<file path="src/rtl/result_triple_capture.sv">
// result_triple_capture
//   Watches a 32-bit result triple (in1/in2/in3) from an FSM-driven test
//   module. It records every distinct triple in a small FIFO, counts changes,
//   and flags when the most recently captured triple equals exp1..exp3.
//
// Ports:
//   clk          rising-edge clock
//   reset        asynchronous active-low reset
//   in_valid     in1..in3 are meaningful this cycle
//   in1..in3     result triple under observation
//   exp1..exp3   expected triple for the match flag
//   rd_en        pop request
//   rd_valid     one-cycle pulse: rd_data1..3 hold a popped entry
//   rd_data1..3  popped triple (holds when rd_valid=0)
//   empty/full   FIFO occupancy flags
//   overflow     sticky: a change was dropped because the FIFO was full
//   match        last captured triple equals exp1..exp3 at capture time
//   change_count saturating count of detected changes
module result_triple_capture #(
  parameter int WIDTH = 32,
  parameter int DEPTH = 4,
  parameter int CNT_W = 16
) (
  input  logic             clk,
  input  logic             reset,
  input  logic             in_valid,
  input  logic [WIDTH-1:0] in1,
  input  logic [WIDTH-1:0] in2,
  input  logic [WIDTH-1:0] in3,
  input  logic [WIDTH-1:0] exp1,
  input  logic [WIDTH-1:0] exp2,
  input  logic [WIDTH-1:0] exp3,
  input  logic             rd_en,
  output logic             rd_valid,
  output logic [WIDTH-1:0] rd_data1,
  output logic [WIDTH-1:0] rd_data2,
  output logic [WIDTH-1:0] rd_data3,
  output logic             empty,
  output logic             full,
  output logic             overflow,
  output logic             match,
  output logic [CNT_W-1:0] change_count
);

  localparam int AW = $clog2(DEPTH);
  localparam int PW = AW + 1;

  typedef enum logic {NO_HIST, TRACKING} state_t;

  state_t             r_state;
  state_t             w_state_next;
  logic               w_change;
  logic               w_push;
  logic               w_pop;
  logic               w_empty;
  logic               w_full;

  logic [WIDTH-1:0]   r_last1, r_last2, r_last3;
  logic [PW-1:0]      r_wr_ptr, r_rd_ptr;
  logic [3*WIDTH-1:0] r_mem [DEPTH];
  logic               r_rd_valid;
  logic [WIDTH-1:0]   r_rd1, r_rd2, r_rd3;
  logic               r_overflow;
  logic               r_match;
  logic [CNT_W-1:0]   r_count;

  // Tracker FSM: the first valid triple after reset has nothing to compare
  // against, so it always counts as a change.
  always_comb begin
    w_state_next = r_state;
    w_change     = 1'b0;
    case (r_state)
      NO_HIST: begin
        if (in_valid) begin
          w_change     = 1'b1;
          w_state_next = TRACKING;
        end
      end
      TRACKING: begin
        if (in_valid && ({in1, in2, in3} != {r_last1, r_last2, r_last3}))
          w_change = 1'b1;
      end
      default: w_state_next = NO_HIST;
    endcase
  end

  always_ff @(posedge clk or negedge reset) begin
    if (!reset) r_state <= NO_HIST;
    else        r_state <= w_state_next;
  end

  // Extra pointer MSB distinguishes full from empty when the indices match.
  assign w_empty = (r_wr_ptr == r_rd_ptr);
  assign w_full  = (r_wr_ptr[AW-1:0] == r_rd_ptr[AW-1:0]) &&
                   (r_wr_ptr[AW] != r_rd_ptr[AW]);

  // A pop on an empty FIFO is ignored (no bypass); a push into a full FIFO
  // is still accepted when a pop frees the slot on the same edge.
  assign w_pop  = rd_en && !w_empty;
  assign w_push = w_change && (!w_full || w_pop);

  // Storage has no reset so it can map onto RAM; only pointers are reset.
  always_ff @(posedge clk) begin
    if (w_push) r_mem[r_wr_ptr[AW-1:0]] <= {in1, in2, in3};
  end

  always_ff @(posedge clk or negedge reset) begin
    if (!reset) begin
      r_wr_ptr   <= '0;
      r_rd_ptr   <= '0;
      r_rd_valid <= 1'b0;
      r_rd1      <= '0;
      r_rd2      <= '0;
      r_rd3      <= '0;
      r_overflow <= 1'b0;
    end else begin
      r_rd_valid <= w_pop;
      if (w_pop) begin
        {r_rd1, r_rd2, r_rd3} <= r_mem[r_rd_ptr[AW-1:0]];
        r_rd_ptr <= r_rd_ptr + PW'(1);
      end
      if (w_push) r_wr_ptr <= r_wr_ptr + PW'(1);
      if (w_change && !w_push) r_overflow <= 1'b1;
    end
  end

  // Capture side: updates on every change, whether or not the push was dropped.
  always_ff @(posedge clk or negedge reset) begin
    if (!reset) begin
      r_last1 <= '0;
      r_last2 <= '0;
      r_last3 <= '0;
      r_match <= 1'b0;
      r_count <= '0;
    end else if (w_change) begin
      r_last1 <= in1;
      r_last2 <= in2;
      r_last3 <= in3;
      r_match <= (in1 == exp1) && (in2 == exp2) && (in3 == exp3);
      if (r_count != '1) r_count <= r_count + CNT_W'(1);
    end
  end

  assign rd_valid     = r_rd_valid;
  assign rd_data1     = r_rd1;
  assign rd_data2     = r_rd2;
  assign rd_data3     = r_rd3;
  assign empty        = w_empty;
  assign full         = w_full;
  assign overflow     = r_overflow;
  assign match        = r_match;
  assign change_count = r_count;

endmodule

</file>
<file path="config.mk">
export PLATFORM = sky130hd
export DESIGN_NAME = result_triple_capture
export DESIGN_NICKNAME = d
export VERILOG_FILES = /design/src/rtl/result_triple_capture.sv
export SDC_FILE = /design/constraint.sdc
export NUM_CORES = 1
export LEC_CHECK = 0
export BUFFER_PORTS_ARGS = -buffer_cell sky130_fd_sc_hd__buf_2
export CORE_UTILIZATION = 30
export DETAILED_ROUTE_END_ITERATION = 12
export PLACE_DENSITY = 0.57
export SYNTH_ARGS = -nofsm -noshare
export SYNTH_HDL_FRONTEND = slang
export SYNTH_SLANG_ARGS = --single-unit
</file>
<file path="constraint.sdc">
create_clock -name clk -period 7.3 [get_ports clk]
set_input_delay 0.73 -clock clk [delete_from_list [all_inputs] [get_ports clk]]
set_output_delay 0.73 -clock clk [all_outputs]
set_load 0.01 [all_outputs]
</file>
==> results.txt, run 1 <==
STA classifies the critical path endpoint as a flop. The end of the worst register-to-register path is change_count[1]$_DFFE_PN0P_. Buffers inserted during clock tree synthesis total 68. The total count of max-transition violations in the final report came out at 0. The simple-gate share of the synthesized area came out at 3.574%. The post-layout minimum cycle time is between 4 and 5 ns.

The final layout contains routed wiring with a total length of between 70000 and 80000 um. The number of nets with antenna violations after detailed routing came out at 0. Counting every sink on the clock net gives 602. Entering global routing, the biggest net connects between 100 and 150 pins. The synthesized netlist net count is 1538. Counting flops with an async set or reset pin after synthesis yields a share of 36.21%. The register clock-pin slew on the reported worst setup and hold paths came out at around 0.060 ns. The number of rows created at floorplan is 104. Between clock sinks in the finished design, the worst skew comes to 0.02743 ns. After Yosys synthesis, full adders, half adders and majority gates account for 0.3085% of the synthesized area. The fraction of layout cells with a size suffix above 1 came out at 39.85%.

The number of cells produced by synthesis is 1336. The aggregate global routing overflow came out at 0. The number of ports placed on the die boundary came out at about 310.

The placed instance count is 2674. The growth of design area from synthesis to finish is 21.00%. The distinct cell type count of the synthesized netlist is 36. The post-placement cell area is 0.02719 sq mm. After detailed routing, the number of vias per cell comes to 4.820. The detailed-router iteration count before antenna repair came out at 5.

Routability-driven placement finished with a final weighted congestion of 0.8640. The TritonCTS clock tree is done. The switching power as a share of total power is roughly 30%. The global routing usage summed across all routing layers is 17.42%. The internal reg-to-reg setup slack came out at ~3.2 ns. The die outline area is 0.08225 sq mm. The deepest clock path buffer count is 3. The part of the power in registers is 43.7%.

The later-pin clock latency in the skew report is 0.61 ns. Sequential cells were found to cover 69.81% of the synthesized design area. The final non-filler cell area came out at 0.02944 sq mm. The initial core utilization is 30.26%. The largest driver fanout on the critical path came out at 74. The dominant combinational cell family by area after synthesis is multiplexers. Summing the areas of all compound-gate instances in the mapped netlist gives under 10% of the synthesized area. The reported leakage power is 10.83 nW. In the synthesized netlist, mux cells make up between 15 and 20% of the area.

The final instance count without filler cells came out at 2803. In this run the critical register-to-register path is launched from r_last1[28]$_DFFE_PN0P_. The number of buffers inserted by post-CTS setup repair is 0.

Tracing the worst setup path back leads to its startpoint at in2[9]. The switching power summed over all nets is 3.356 mW. From bottom edge to top edge, the die measures 286.8 um. In the synthesized netlist the dominant register cell turns out to be sky130_fd_sc_hd__edfxtp_1. The actual transition at the worst max-transition pin came out at 1.085 ns.

Summing the areas of all xor and xnor instances in the mapped netlist gives 6.407% of the synthesized area. Per report_power, the clock group accounts for 30.5% of the total. The internal power of the cells totals about 8 mW. The ratio of total power to cell area is 385.1 mW/mm^2. The library cell used as clock root buffer is sky130_fd_sc_hd__clkbuf_16. The worst setup path is launched from an input pin. Yosys printed 0 warnings. The via count of the first global-routing pass came out at between 10k and 15k. Per report_power, the combinational group accounts for 25.8% of the total. The synthesized area per cell is about 18 sq um. The number of DRC violations after detailed-routing iteration 0 came out at about 840. The number of antenna violations at the first check in global routing is 10. Setup repair after global routing left no endpoint under its margin. The hold buffer count at CTS is 0.

The HPWL after detailed placement came out at ~50000 um. The flow ran to the end, and the final reports show no timing, DRC or antenna violations. The maximum frequency from static timing analysis came out at 245.5 MHz. The number of hold violations in the final report was 0. The critical path is of the input pin to flop type. The detailed-route via count came out at 13.51k. Setup total negative slack on the finished layout was measured at 0 ns. Data on the critical path is required at its endpoint by approximately 7.8 ns.

The count of buffers from port buffering came out at 312. The average wire length per cell after detail routing came out at roughly 25 um. The post-cts sizing count is 0. The period utilization came out at 55.80%. In this run, synthesis produced a sequential element count of 602. The number of levels in the clock H-tree is 3. The area of the placeable core came out at 0.08042 sq mm.

The die width is 286.8 um. The first global-routing pass estimated 100600 um of wire. The relative slew slack is between 20 and 30%.

The tightest min-delay check is of the input pin to async pin type. The peak supply drop came out at 0.0001878 V. The count of max-cap constraint violations came out at 0. The residual DRC count is 0. The length in cells of the worst reg-to-reg path is 9. The number of enable flip-flop cells after synthesis came out at between 300 and 400. The post-synthesis cell area is ~0.024 sq mm.

The final count of negative-setup-slack endpoints came out at 0. The arrival time of data at the critical path endpoint came out at 4.55 ns. The layout net count is 1886.
## layout make-up
cell class / instances / area [sq um]
diodes: 4 / 10.01
clock buffers: 86 / 1872
clock inverters: 39 / 374.1
fillers: 7616 / 50970
inverters: 28 / 105.1
multi-input cells: 659 / 7081
flip-flops and latches: 602 / 16990
well taps: 1060 / 1326
repair buffers: 325 / 1682
## power groups by stage
stage	Sequential (mW)	Clock (mW)	Combinational, mW
final	4.95	3.46	2.93
after floorplan	5.04	0	1.80
after CTS	4.97	3.56	3.04
after global routing	5.04	3.68	3.18
after detailed placement	5.03	0	3.03
after global placement	5.00	0	3.00
## cell usage after synthesis, drive strengths merged, types with 2 or more instances
library cell | count | area (sq um)
nand2b | 10 | 62.56
nand2 | 28 | 105.1
dfrtp | 218 | 5455
o21ai | 11 | 55.05
nand3 | 6 | 30.03
nor4 | 26 | 162.7
or3 | 3 | 18.77
nor2b | 26 | 162.7
mux2 | 185 | 2083
nor3 | 10 | 50.05
o41ai | 2 | 25.03
a22o | 2 | 17.52
and2 | 4 | 25.02
o221ai | 4 | 35.03
ha | 6 | 75.07
edfxtp | 384 | 11530
nor2 | 7 | 26.28
a2111o | 8 | 90.09
inv | 28 | 105.1
clkbuf | 27 | 101.4
o2111ai | 3 | 26.28
xor2 | 53 | 464.2
o22ai | 6 | 37.54
buf | 20 | 88.83
nand4 | 32 | 200.2
xnor2 | 125 | 1095
and3 | 2 | 12.51
mux4 | 96 | 2162
## through the flow
stage	power, mW	setup slack [ns]	hold slack [ns]	utilization [%]
6_report	11.34	3.227	0.09321	36.61
5_1_grt	11.91	3.003	0.1272	36.60
4_1_cts	11.56	3.157	0.1261	36.60
3_5_place_dp	8.059	2.642	0.4575	33.81
3_3_place_gp	7.999	2.681	0.4567	33.81
2_1_floorplan	6.844	1.232	0.4295	-
## sequential cells by signal, indices dropped and copies added, names as in the netlist
name	flops
r_last1	32
r_last2	32
match	1
rd_valid	1
r_state	1
r_rd_ptr	3
r_last3	32
rd_data3	32
change_count	16
r_mem	384
r_wr_ptr	3
rd_data1	32
rd_data2	32
overflow	1
## layout by cell type, fill, tap and decap left out, types with 7 or more instances in the layout
cell type	netlist	layout
sky130_fd_sc_hd__inv_1	28	28
sky130_fd_sc_hd__clkbuf_1	27	10
sky130_fd_sc_hd__a2111o_1	8	8
sky130_fd_sc_hd__mux2_2	157	157
sky130_fd_sc_hd__nor2b_1	26	26
sky130_fd_sc_hd__nor4_1	26	26
sky130_fd_sc_hd__clkinv_1	0	9
sky130_fd_sc_hd__dfrtp_1	218	216
sky130_fd_sc_hd__nand2_1	28	28
sky130_fd_sc_hd__clkbuf_16	0	70
sky130_fd_sc_hd__xor2_1	53	53
sky130_fd_sc_hd__buf_2	11	311
sky130_fd_sc_hd__edfxtp_1	384	384
sky130_fd_sc_hd__clkinv_2	0	15
sky130_fd_sc_hd__o21ai_1	7	7
sky130_fd_sc_hd__nor3_1	10	10
sky130_fd_sc_hd__nand4_1	32	32
sky130_fd_sc_hd__nand2b_1	10	10
sky130_fd_sc_hd__mux2_1	28	28
sky130_fd_sc_hd__mux4_2	96	96
sky130_fd_sc_hd__xnor2_1	125	125
sky130_fd_sc_hd__buf_4	0	12
## critical path: stages
cell and delay [ns]:
sky130_fd_sc_hd__buf_2 0.17, sky130_fd_sc_hd__nor2b_1 0.15, sky130_fd_sc_hd__a2111o_1 0.38, sky130_fd_sc_hd__nor4_1 0.37, sky130_fd_sc_hd__nand4_1 0.24, sky130_fd_sc_hd__o41ai_4 0.41, sky130_fd_sc_hd__buf_4 0.81, sky130_fd_sc_hd__buf_4 0.69
sky130_fd_sc_hd__nor2_1 0.17, sky130_fd_sc_hd__mux2_1 0.36
## how the worst max path moves through the flow
stage	end	cells past startpoint
2_1_floorplan	r_mem[3][0]$_DFFE_PP_	7
3_3_place_gp	change_count[1]$_DFFE_PN0P_	9
3_5_place_dp	change_count[1]$_DFFE_PN0P_	9
4_1_cts	change_count[1]$_DFFE_PN0P_	8
5_1_grt	change_count[1]$_DFFE_PN0P_	9
6_report	change_count[1]$_DFFE_PN0P_	10
## logic make-up (layout without fill, tap and decap cells)
group	Yosys count	after routing
DFF	602	602
muxes	281	281
xor gates and xnor gates	178	178
and+or+nand+nor	156	156
buffers and inverters	75	478
AOI/OAI and AO/OA	38	38
adders and majority gates	6	6
other	0	4
## metal layers
metal	vias to the layer above	routed length, um	track usage [%]
li1	5840	-	-
met1	7096	30940	23.79
met2	455	32600	26.65
met3	106	5601	4.968
met4	14	1906	5.705
met5	-	95	0
No activity file was read; power rests on OpenSTA's default activity.
==> inputs of run 2 (changes only) <==
--- a/config.mk
+++ b/config.mk
@@ -5,6 +5,7 @@
 export SDC_FILE = /design/constraint.sdc
 export NUM_CORES = 1
 export LEC_CHECK = 0
+export ABC_AREA = 1
 export BUFFER_PORTS_ARGS = -buffer_cell sky130_fd_sc_hd__buf_2
 export CORE_UTILIZATION = 30
 export DETAILED_ROUTE_END_ITERATION = 12
==> constraint.sdc (replaced) <==
create_clock -name clk -period 4.2 [get_ports clk]
set_input_delay 0.42 -clock clk [delete_from_list [all_inputs] [get_ports clk]]
set_output_delay 0.42 -clock clk [all_outputs]
set_load 0.01 [all_outputs]
==> results.txt, run 2 <==
The tree is rooted in a sky130_fd_sc_hd__clkbuf_16. In this run the static leakage power is approximately 12 nW. The switching power summed over all nets is 6.744 mW. The via count of the first global-routing pass is about 17k. The type of the most critical hold path is input pin to flop.

The actual transition at the worst max-transition pin came out at about 1.1 ns. The combinational share of power is 27.7%. The cell internal power dissipation came out at 12.90 mW. The detailed-router iteration count before antenna repair is 5. The switching power as a share of total power came out at between 30% and 40%. The layout net count came out at 2945. The core region is 0.08395 sq mm. The number of enable flip-flop cells after synthesis is 384. Synthesis handed over a netlist of ~2.4k instances. The die outline area is 0.08642 sq mm.

Leaving out fill and tap cells, the most frequent cells in the layout are 555 x sky130_fd_sc_hd__nor2_1, 386 x sky130_fd_sc_hd__nand2_1, 384 x sky130_fd_sc_hd__edfxtp_1. The top cell type's share of synthesized area is 45.09%. The startpoint of the lowest-slack hold path is in3[9]. The part of the power in registers came out at 43.4%. The diode insertion count for antenna repair came out at 0. The clock sink count came out at 602. The total wirelength of the detailed-routed design came out at 70070 um. The arrival time of data at the critical path endpoint is 3.77 ns. The relative slew slack came out at roughly a quarter. Power spread over the standard cell area amounts to 641.3 mW/mm^2. For this run, the register share of the synthesized area comes to 66.42%. In this run the deepest clock path goes through 3 buffers.

The maximum frequency from static timing analysis is 307.6 MHz. The count of max-cap constraint violations came out at 0. For this run, design rule violations remaining after detail routing come to 0. On the final layout, the worst clock skew is 0.03306 ns. The worst setup path is launched from a flop.

The number of antenna violations at the first check in global routing came out at 7. The number of DRC violations after detailed-routing iteration 0 is 933. Measured along the x axis, the die boundary spans ~290 um. The growth of design area from synthesis to finish is 19.76%. In the global route stage, overall resource usage came out at between 10% and 20%. The flow ran to the end, and the final reports show no timing, DRC or antenna violations. The wire length of the first global-routing pass came out at 105600 um. The total overflow left after global routing is 0. After synthesis, the mean cell area works out to approximately 10 sq um. Dividing the detail-routed via count by the number of cells gives roughly 4.5. The number of rows created at floorplan is 106.

The total count of max-transition violations in the final report came to 0. The number of levels in the clock H-tree is 3. The most critical setup path has its startpoint at r_rd_ptr[0]$_DFFE_PN0P_.

The placed instance count came out at ~3.8k. For this run, the leading register cell type out of synthesis is sky130_fd_sc_hd__edfxtp_1. The initial utilization of the core area, before any placement, comes to 30.46%.

The later-pin clock latency in the skew report came out at 0.61 ns. The power after layout is 19.64 mW. In this run the cell area of the synthesized design comes to ~0.026 sq mm.

The distinct cell type count of the synthesized netlist is 32. The number of nets with antenna violations after detailed routing came out at 0. The routed layout has 17.65k vias. At the end of routability-driven placement, the weighted congestion stood at 0.7963. The worst setup path is captured at a flop. The count of buffers from port buffering is 312.

In this run the post-CTS setup repair buffer count came out at 0. The maximum number of pins on one net before global-route repair came out at 107. Yosys attributes the largest share of cell area to sky130_fd_sc_hd__edfxtp_1 45%, sky130_fd_sc_hd__dfrtp_1 21%, sky130_fd_sc_hd__nor2_1 8.2%, sky130_fd_sc_hd__nand2_1 5.7%, sky130_fd_sc_hd__o21ai_0 4.2%. The fraction of layout cells with a size suffix above 1 came out at between 10% and 20%. The share of power burned in the clock network came out at 28.9%. The biggest area contributor in the post-synthesis netlist is sky130_fd_sc_hd__edfxtp_1.

The flip-flop and latch count after synthesis came out at 602. The total CTS buffers is 66. The worst register-to-register path begins at r_rd_ptr[0]$_DFFE_PN0P_. TritonCTS built the clock tree.

The async set-reset flop share out of synthesis came out at 36.21%. The multi-input combinational cell area came out at approximately 0.0076 sq mm. The clock period could shrink to ~3.3 ns. The period utilization came out at about 77%. The number of hold violations in the final report came out at 0. The number of fill cells in the layout is slightly above 8k.

The area taken by flip-flops and latches came out at between 0.015 and 0.02 sq mm. The count of warnings emitted by yosys is 0. The worst setup path is of the flop to flop kind.

The HPWL after detailed placement is about 46000 um. The final instance count without filler cells came out at 3931. The number of ports placed on the die boundary is 313.

The final count of negative-setup-slack endpoints is 0. The peak supply drop is 0.0004403 V. In this run the vertical extent of the chip is 294.0 um. Setup repair after global routing left no endpoint under its margin. The register clock-pin slew on the reported worst setup and hold paths is around 0.06 ns. The average wire length per cell after detail routing is approximately 18 um. The most common cell in the synthesized netlist is sky130_fd_sc_hd__nor2_1. For the final routed database, the setup TNS stands at 0 ns.

The synthesized netlist net count is 2651. The number of flip-flops in the largest register came out at 384. In the synthesized netlist, the cells that appear most often are 559 x sky130_fd_sc_hd__nor2_1, 386 x sky130_fd_sc_hd__nand2_1, 384 x sky130_fd_sc_hd__edfxtp_1. The required arrival time at the worst endpoint came out at 4.72 ns. In this run the worst path has a maximum fanout of 106. Leaving out fill and tap cells, the most frequent cell in the layout is sky130_fd_sc_hd__nor2_1.
==> run 2: changes by cell type after synthesis, sizes merged, moves of 32 or more <==
cell / previous run / this run
nand3: 6 / 60
clkbuf: 27 / 59
nand2: 28 / 388
xnor2: 125 / 78
a31oi: 0 / 96
mux4: 96 / 0
buf: 20 / 58
nor2: 7 / 560
mux2: 185 / 0
inv: 28 / 141
o21ai: 11 / 273
==> run 2: cell type report <==
type | instances | share of cell area, %
inverters | 144 | 1.805
clock inverters | 29 | 0.8210
multi-input cells | 1586 | 24.75
well taps | 1134 | 4.632
flip-flops and latches | 602 | 55.48
repair buffers | 343 | 6.397
clock buffers | 93 | 6.119
==> run 2: cells by family (layout without fill, tap and decap cells) <==
| family | count (synthesis) | after routing | synth area share (%) |
|---|---|---|---|
| adder cells (fa/ha/maj) | 6 | 6 | 0.2935 |
| flip-flops | 602 | 602 | 66.42 |
| buffers and inverters | 261 | 609 | 4.139 |
| AND/OR/NAND/NOR | 1068 | 1068 | 16.60 |
| AO/OA/AOI/OAI | 373 | 373 | 7.793 |
| XOR/XNOR | 139 | 139 | 4.760 |
==> run 2: routing by layer <==
layer  wire length (um)  GRT usage [%]  part of all wire [%]  vias up
met1              31240          21.14                    45     8348
met3               3827          3.701                   5.5       77
met2              33660          26.95                    48      398
met4               1314          4.637                   1.9        6
li1                   -              -                     -     8824
met5                 25              0                 0.036        -
==> run 2: worst max-delay path: stages, from the launching register on <==
cell and delay, ns:
sky130_fd_sc_hd__dfrtp_4 0.67, sky130_fd_sc_hd__inv_6 0.10, sky130_fd_sc_hd__buf_4 0.69, sky130_fd_sc_hd__buf_4 0.85, sky130_fd_sc_hd__o21ai_0 0.36, sky130_fd_sc_hd__a31oi_1 0.24
==> run 2: worst paths after layout <==
path	slack, ns	cells past startpoint	end
worst max-delay path	0.95	5	rd_data2[17]$_DFFE_PN0P_
max in group asynchronous	2.59	3	r_last3[12]$_DFFE_PN0P_
worst min register to register	0.47	1	r_state$_DFF_PN0_
min in group asynchronous	0.47	2	rd_data1[29]$_DFFE_PN0P_
worst max register to register	0.95	5	rd_data2[17]$_DFFE_PN0P_
worst min-delay path	0.05	1	r_mem[0][9]$_DFFE_PP_
==> run 2: timing repair <==
action                                 4_1_cts  5_1_grt
gates resized for setup                      0        0
endpoints found under the hold margin       95        0
setup endpoints to repair                    0        0
hold buffers                                 1        0
==> run 2: metrics by stage <==
| step | hold WS (ns) | worst slack, ns | instance area, sq um | utilization [%] |
|---|---|---|---|---|
| 6_report | 0.05316 | 0.9487 | 30630 | 36.49 |
| 5_1_grt | 0.04141 | 0.6703 | 30630 | 36.49 |
| 2_1_floorplan | 0.1244 | -0.1659 | 25590 | - |
| 3_3_place_gp | 0.4509 | 0.6672 | 28490 | 33.94 |
| 4_1_cts | 0.01213 | 0.8823 | 30630 | 36.49 |
| 3_5_place_dp | 0.4505 | 0.6248 | 28490 | 33.94 |
==> run 2: power groups by stage <==
stage | Sequential, mW | Combinational [mW] | Clock, mW
2_1_floorplan | 8.64 | 3.23 | 0
3_3_place_gp | 8.63 | 5.54 | 0
3_5_place_dp | 8.66 | 5.59 | 0
4_1_cts | 8.55 | 5.61 | 5.83
5_1_grt | 8.67 | 6.17 | 6.06
6_report | 8.52 | 5.44 | 5.69
